<file path="config.mk">
export PLATFORM = sky130hd
export DESIGN_NAME = l15_wakeup_req_stage
export DESIGN_NICKNAME = d
export VERILOG_FILES = /design/src/rtl/l15_wakeup_req_stage.sv
export SDC_FILE = /design/constraint.sdc
export NUM_CORES = 1
export LEC_CHECK = 0
export ABC_CLOCK_PERIOD_IN_PS = 3850
export CORE_AREA = 2 2 131 133
export DETAILED_ROUTE_END_ITERATION = 6
export DIE_AREA = 0 0 133 135
export PLACE_DENSITY = 0.82
export SLEW_MARGIN = 10
export SYNTH_ARGS = -nofsm -noshare
export SYNTH_HDL_FRONTEND = slang
export SYNTH_SLANG_ARGS = --single-unit
</file>
<file path="constraint.sdc">
create_clock -name clk_i -period 3.85 [get_ports clk_i]
set_input_delay 1.155 -clock clk_i [delete_from_list [all_inputs] [get_ports clk_i]]
set_output_delay 1.155 -clock clk_i [all_outputs]
set_load 0.005 [all_outputs]
</file>
<file path="src/rtl/l15_wakeup_req_stage.sv">
// Request stage in front of the L1.5. It holds core requests while the tile sleeps and
// releases them on the PMESH wakeup interrupt, the override strap, or the optional timeout.
module l15_wakeup_req_stage #(
  parameter int                   ReqWidth      = 128,
  parameter int                   RtrnTypeW     = 4,
  parameter logic [RtrnTypeW-1:0] IntRetType    = 4'b0111,
  parameter int                   TimeoutCycles = 32768
) (
  input  logic                 clk_i,
  input  logic                 reset_l,
  input  logic                 wakeup_override_i,
  input  logic                 core_req_val_i,
  input  logic [ReqWidth-1:0]  core_req_i,
  output logic                 core_req_ack_o,
  output logic                 l15_req_val_o,
  output logic [ReqWidth-1:0]  l15_req_o,
  input  logic                 l15_req_ack_i,
  input  logic                 rtrn_val_i,
  input  logic [RtrnTypeW-1:0] rtrn_type_i,
  input  logic [63:0]          rtrn_data0_i,
  output logic                 awake_o,
  output logic                 timeout_o
);

  // A zero-width counter is illegal, so the no-timeout build keeps a 1-bit dummy counter.
  localparam int CntW = (TimeoutCycles > 0) ? $clog2(TimeoutCycles + 1) : 1;
  localparam logic [CntW-1:0] CntLast = CntW'((TimeoutCycles > 0) ? TimeoutCycles - 1 : 0);

  typedef enum logic {
    SLEEP,
    AWAKE
  } state_t;

  state_t          state;
  logic [CntW-1:0] sleep_cnt;
  logic            full;
  logic            wake_hit;
  logic            timeout_hit;
  logic            load;
  logic            unused_rtrn;

  assign wake_hit = rtrn_val_i && (rtrn_type_i == IntRetType) &&
                    (rtrn_data0_i[17:16] == 2'b01) && (rtrn_data0_i[5:0] == 6'b000001);
  assign timeout_hit = (TimeoutCycles != 0) && (sleep_cnt == CntLast);
  assign unused_rtrn = ^{rtrn_data0_i[63:18], rtrn_data0_i[15:6]};

  assign awake_o        = (state == AWAKE);
  assign core_req_ack_o = awake_o && (!full || l15_req_ack_i);
  assign load           = core_req_val_i && core_req_ack_o;
  assign l15_req_val_o  = full;

  // A real wakeup or the strap takes priority, so timeout_o only flags a forced wake.
  always_ff @(posedge clk_i or negedge reset_l) begin
    if (!reset_l) begin
      state     <= SLEEP;
      sleep_cnt <= '0;
      timeout_o <= 1'b0;
    end else if (state == SLEEP) begin
      sleep_cnt <= sleep_cnt + 1'b1;
      if (wake_hit || wakeup_override_i) begin
        state <= AWAKE;
      end else if (timeout_hit) begin
        state     <= AWAKE;
        timeout_o <= 1'b1;
      end
    end
  end

  always_ff @(posedge clk_i or negedge reset_l) begin
    if (!reset_l) begin
      full      <= 1'b0;
      l15_req_o <= '0;
    end else if (load) begin
      full      <= 1'b1;
      l15_req_o <= core_req_i;
    end else if (l15_req_ack_i) begin
      full <= 1'b0;
    end
  end

endmodule

</file>
# Word level (Yosys, flattened, before mapping)
# Cells that the tools add are included.
[word_totals] ramBits=0 mem_bits_ro=0 ff_bits=147 out_inout_bits=132 mem_count=0 latchBits=0
[classes] order_cmp=0 mux=5 n_div=0 shift=0 eq_ne=4 bitwise_logic=2 n_reduce_logical=10 n_addsub=1 mul=0
[ops] operator="16-bit by 1-bit adder with 16-bit output, second input constant" count=1
[ops] operator="16-bit by 15-bit == test with 1-bit output, second input constant" count=1
[ops] operator="6-bit by 1-bit == test with 1-bit output, second input constant" count=1
[ops] operator="1-bit logical AND" count=5
[ops] operator="1-bit two-way mux" count=5
[ops] operator="4-bit by 3-bit == test with 1-bit output, second input constant" count=1
[ops] operator="3-bit AND reduction" count=1
[ops] operator="2-bit by 1-bit == test with 1-bit output, second input constant" count=1
[ops] operator="1-bit logical OR" count=2
[ops] operator="1-bit inverter" count=2
[ops] operator="2-bit nonzero test" count=1
[ops] operator="1-bit logical NOT" count=1

# Logic depth before layout (Yosys ltp)
[logic_depth] word_depth=7 mapped_depth=6

# Worst setup path after synthesis
# No wires, ideal clock.
[synth_timing] kind="input port to output port" start="input l15_req_ack_i" end="output core_req_ack_o" arrival_ps=1448 setup_slack_ps=1247 n_path_buf=0 cell_stages=2 cell_sequence="nand2b_1 -> and2_4"
[synth_between] elab_chain_cells=2
[synth_lines] item="start, declared" line_no="17" source="input logic l15_req_ack_i,"
[synth_lines] item="1-bit logical OR" line_no="48" source="assign core_req_ack_o = awake_o && (!full || l15_req_ack_i);"
[synth_lines] item="1-bit logical AND" line_no="48"
[synth_lines] item="end, declared" line_no="14" source="output logic core_req_ack_o,"
# No other way between the ends.

# Final worst setup path
# Same ends and word-level chain as after synthesis.

==> reports/metrics.yaml <==
run_status:
  status: "complete, no violations"
worst_setup_path:
  setup.worst_path.end_class: "primary output"
  setup.worst_path.start_class: "primary input"
  path_class: "in2out"
  required_ns: 2.69
  path_max_fanout: 2
  arrival_ns: 2.43
place:
  gp_congestion: 0.7779
  dpl.hpwl_um: 10600
  post-place-ws_ns: 0.2633
  portBuffers: 277
clock_tree:
  clk_latency_ns: 0.41
  clockRootBuffer: "clkbuf_16"
  cts_tree: "built"
  clk_pin_slew_ns: 0.06
  holdBufCountCts: 0
  clock-sinks: 147
  cts-resized-gates: 0
  htreeDepth: 4
  clockBufferDepth: 2
  cts_setup_buffers: 0
  cts_buffers: 17
sta:
  setup_tns_ns: 0
  slew_viol_final: 0
  relSlewSlack_pct: 65.08
  rsz0062_at_grt: "no"
  max_freq_ghz: 0.2792
  fin_ws_ns: 0.2688
  min_period_over_period_pct: 93.02
  fin_skew_ns: 0.007280
  worstMarginPinSlew_ns: 0.5190
  fin_crit_ns: 3.581
  finalSetupViolations: 0
  hold_viol: 0
  holdWs_ns: 0.4728
floorplan:
  die_y_um: 135
  die_x_um: 133
  core_um2: 16410
  die_area_um2: 17960
  start_util_pct: 36.89
  io_pins: 334
  num_rows: 47
logic_synthesis:
  synth_cells: 344
  synthesis.area_um2: 6053
  seq_area_frac_synth_pct: 60.77
  syn_area_per_cell_um2: 17.60
  synth_seq_cells: 147
  synth.distinct_cells: 25
  ys_warn_count: 0
  synth_nets: 547
global_route:
  grt_pass1_vias: 4273
  grt_pass1_wl_um: 22950
  antenna_found_initial: 0
  grt_max_degree: 70
  gr-total-overflow: 0
  track_usage_pct: 16.41
drt:
  ant_nets: 0
  wirelength_um: 14620
  detail_route.iter0.violations: 109
  routedWlPerCell_um: 16.88
  routed_via_density: 4.505
  vias: 3901
  first_pass_iters: 4
  drcViolationCount: 0
flow_run:
  cap_violations: 0
power_and_ir_drop:
  p_per_area_nw_per_um2: 477.8
  power_leakage_uw: 0.004342
  ir_drop_mv: 0.2754
final_layout:
  antenna_cells: 0
  drive_gt1_share_pct: 26.01
  fillers: 1216
  area_growth_pct: 59.55
  regArea_um2: 3679
  nets: 836
  fin_util_pct: 58.87
  multi_input_area_um2: 2230
worst_hold_path:
  hp-class: "reg2reg"
[cell families after synthesis]
kind of cell | after synthesis | share of synthesized area (%)
AO/OA/AOI/OAI | 2 | 0.3101
XOR/XNOR | 15 | 2.170
adder cells (fa/ha/maj) | 1 | 0.2067
buffers and inverters | 16 | 2.625
flip-flops | 147 | 60.77
multiplexers | 129 | 30.76
AND/OR/NAND/NOR | 34 | 3.163
[layout by cell type, fill, tap and decap left out]
| cell type | count |
|---|---|
| nor2_1 | 3 |
| clkinv_4 | 2 |
| clkdlybuf4s50_1 | 276 |
| a41o_1 | 1 |
| and2_4 | 1 |
| nor3_1 | 3 |
| inv_1 | 2 |
| clkbuf_16 | 17 |
| mux2_2 | 20 |
| nor2b_1 | 2 |
| inv_6 | 2 |
| nand2_8 | 1 |
| clkbuf_8 | 1 |
| nand4b_1 | 1 |
| nor4bb_1 | 2 |
| nand3_1 | 5 |
| buf_12 | 3 |
| clkbuf_1 | 3 |
| xor2_1 | 4 |
| and3_1 | 3 |
| xnor2_1 | 11 |
| clkinvlp_4 | 3 |
| bufinv_16 | 3 |
| buf_6 | 1 |
| nand2_1 | 7 |
| mux2_4 | 109 |
| buf_4 | 4 |
| a311oi_1 | 1 |
| dfrtp_1 | 147 |
| clkinv_2 | 1 |
| ha_1 | 1 |
| nor4_1 | 1 |
| nand2b_1 | 2 |
| nand4_1 | 2 |
| nand3b_1 | 1 |
[critical path, cell delays in order]
cell,delay [ns]
clkdlybuf4s50_1,0.46
nand2b_1,0.12
and2_4,0.18
clkdlybuf4s50_1,0.51
[area by class of cell]
class / instances / area share, %
clock buffer: 21 / 4.664
tap: 220 / 2.850
sequential: 147 / 38.09
timing repair buffer: 284 / 29.65
multi-input combinational: 181 / 23.09
inverter: 2 / 0.07773
clock inverter: 11 / 1.581
[per-layer routing]
metal	global-route usage [%]	wire length, um
met5	0	0
met3	4.467	882
met2	28.07	7409
met4	6.511	265
met1	19.78	6064
[through the flow]
step                      total power (uW)  cell area, um2  std cells
after CTS                             4670            9658        866
after detailed placement              2963            9055        834
after global placement                2933            9055        834
after floorplan                       2288            6053        344
final                                 4614            9658        866
after global routing                  4804            9658        866
[power breakdown]
group | total [uW] | internal [uW] | switching, uW
registers | 1870 | 1750 | 121
logic | 1060 | 767 | 290
clock network | 1680 | 1040 | 641
total | 4610 | 3560 | 1050
[worst paths after layout]
check                         startpoint              to  slack, ns  depth (start not counted)
setup / recovery           l15_req_ack_i  core_req_ack_o       0.27                          4
hold / removal             sleep_cnt[11]   sleep_cnt[11]       0.47                          1
setup reg to reg                 awake_o    l15_req_o[6]       2.01                          4
hold reg to reg            sleep_cnt[11]   sleep_cnt[11]       0.47                          1
max in group asynchronous        reset_l   l15_req_o[66]       2.40                          2
min in group asynchronous        reset_l   l15_req_o[44]       0.69                          1
[synthesized netlist by cell type]
| library cell | instances | area (um2) |
|---|---|---|
| dfrtp_1 | 147 | 3679 |
| mux2_4 | 109 | 1637 |
| mux2_2 | 20 | 225.2 |
| buf_6 | 13 | 146.4 |
| xnor2_1 | 11 | 96.34 |
| nand2_1 | 7 | 26.28 |
| nand3_1 | 5 | 25.02 |
| xor2_1 | 4 | 35.03 |
| and3_1 | 3 | 18.77 |
| nor2_1 | 3 | 11.26 |
| nor3_1 | 3 | 15.01 |
| inv_1 | 2 | 7.510 |
| nand2b_1 | 2 | 12.51 |
| nand4_1 | 2 | 12.51 |
| nor2b_1 | 2 | 12.51 |
| nor4bb_1 | 2 | 20.02 |
| a311oi_1 | 1 | 8.760 |
| a41o_1 | 1 | 10.01 |
| and2_4 | 1 | 8.760 |
| buf_2 | 1 | 5.000 |
| ha_1 | 1 | 12.51 |
| nand2_2 | 1 | 6.260 |
| nand3b_1 | 1 | 7.510 |
| nand4b_1 | 1 | 8.760 |
| nor4_1 | 1 | 6.260 |
[state kept, by name (all words and copies together) (netlist names)]
| signal | flops |
|---|---|
| awake_o | 1 |
| timeout_o | 1 |
| l15_req_val_o | 1 |
| l15_req_o | 128 |
| sleep_cnt | 16 |
Power figures use the tool's default switching activity.
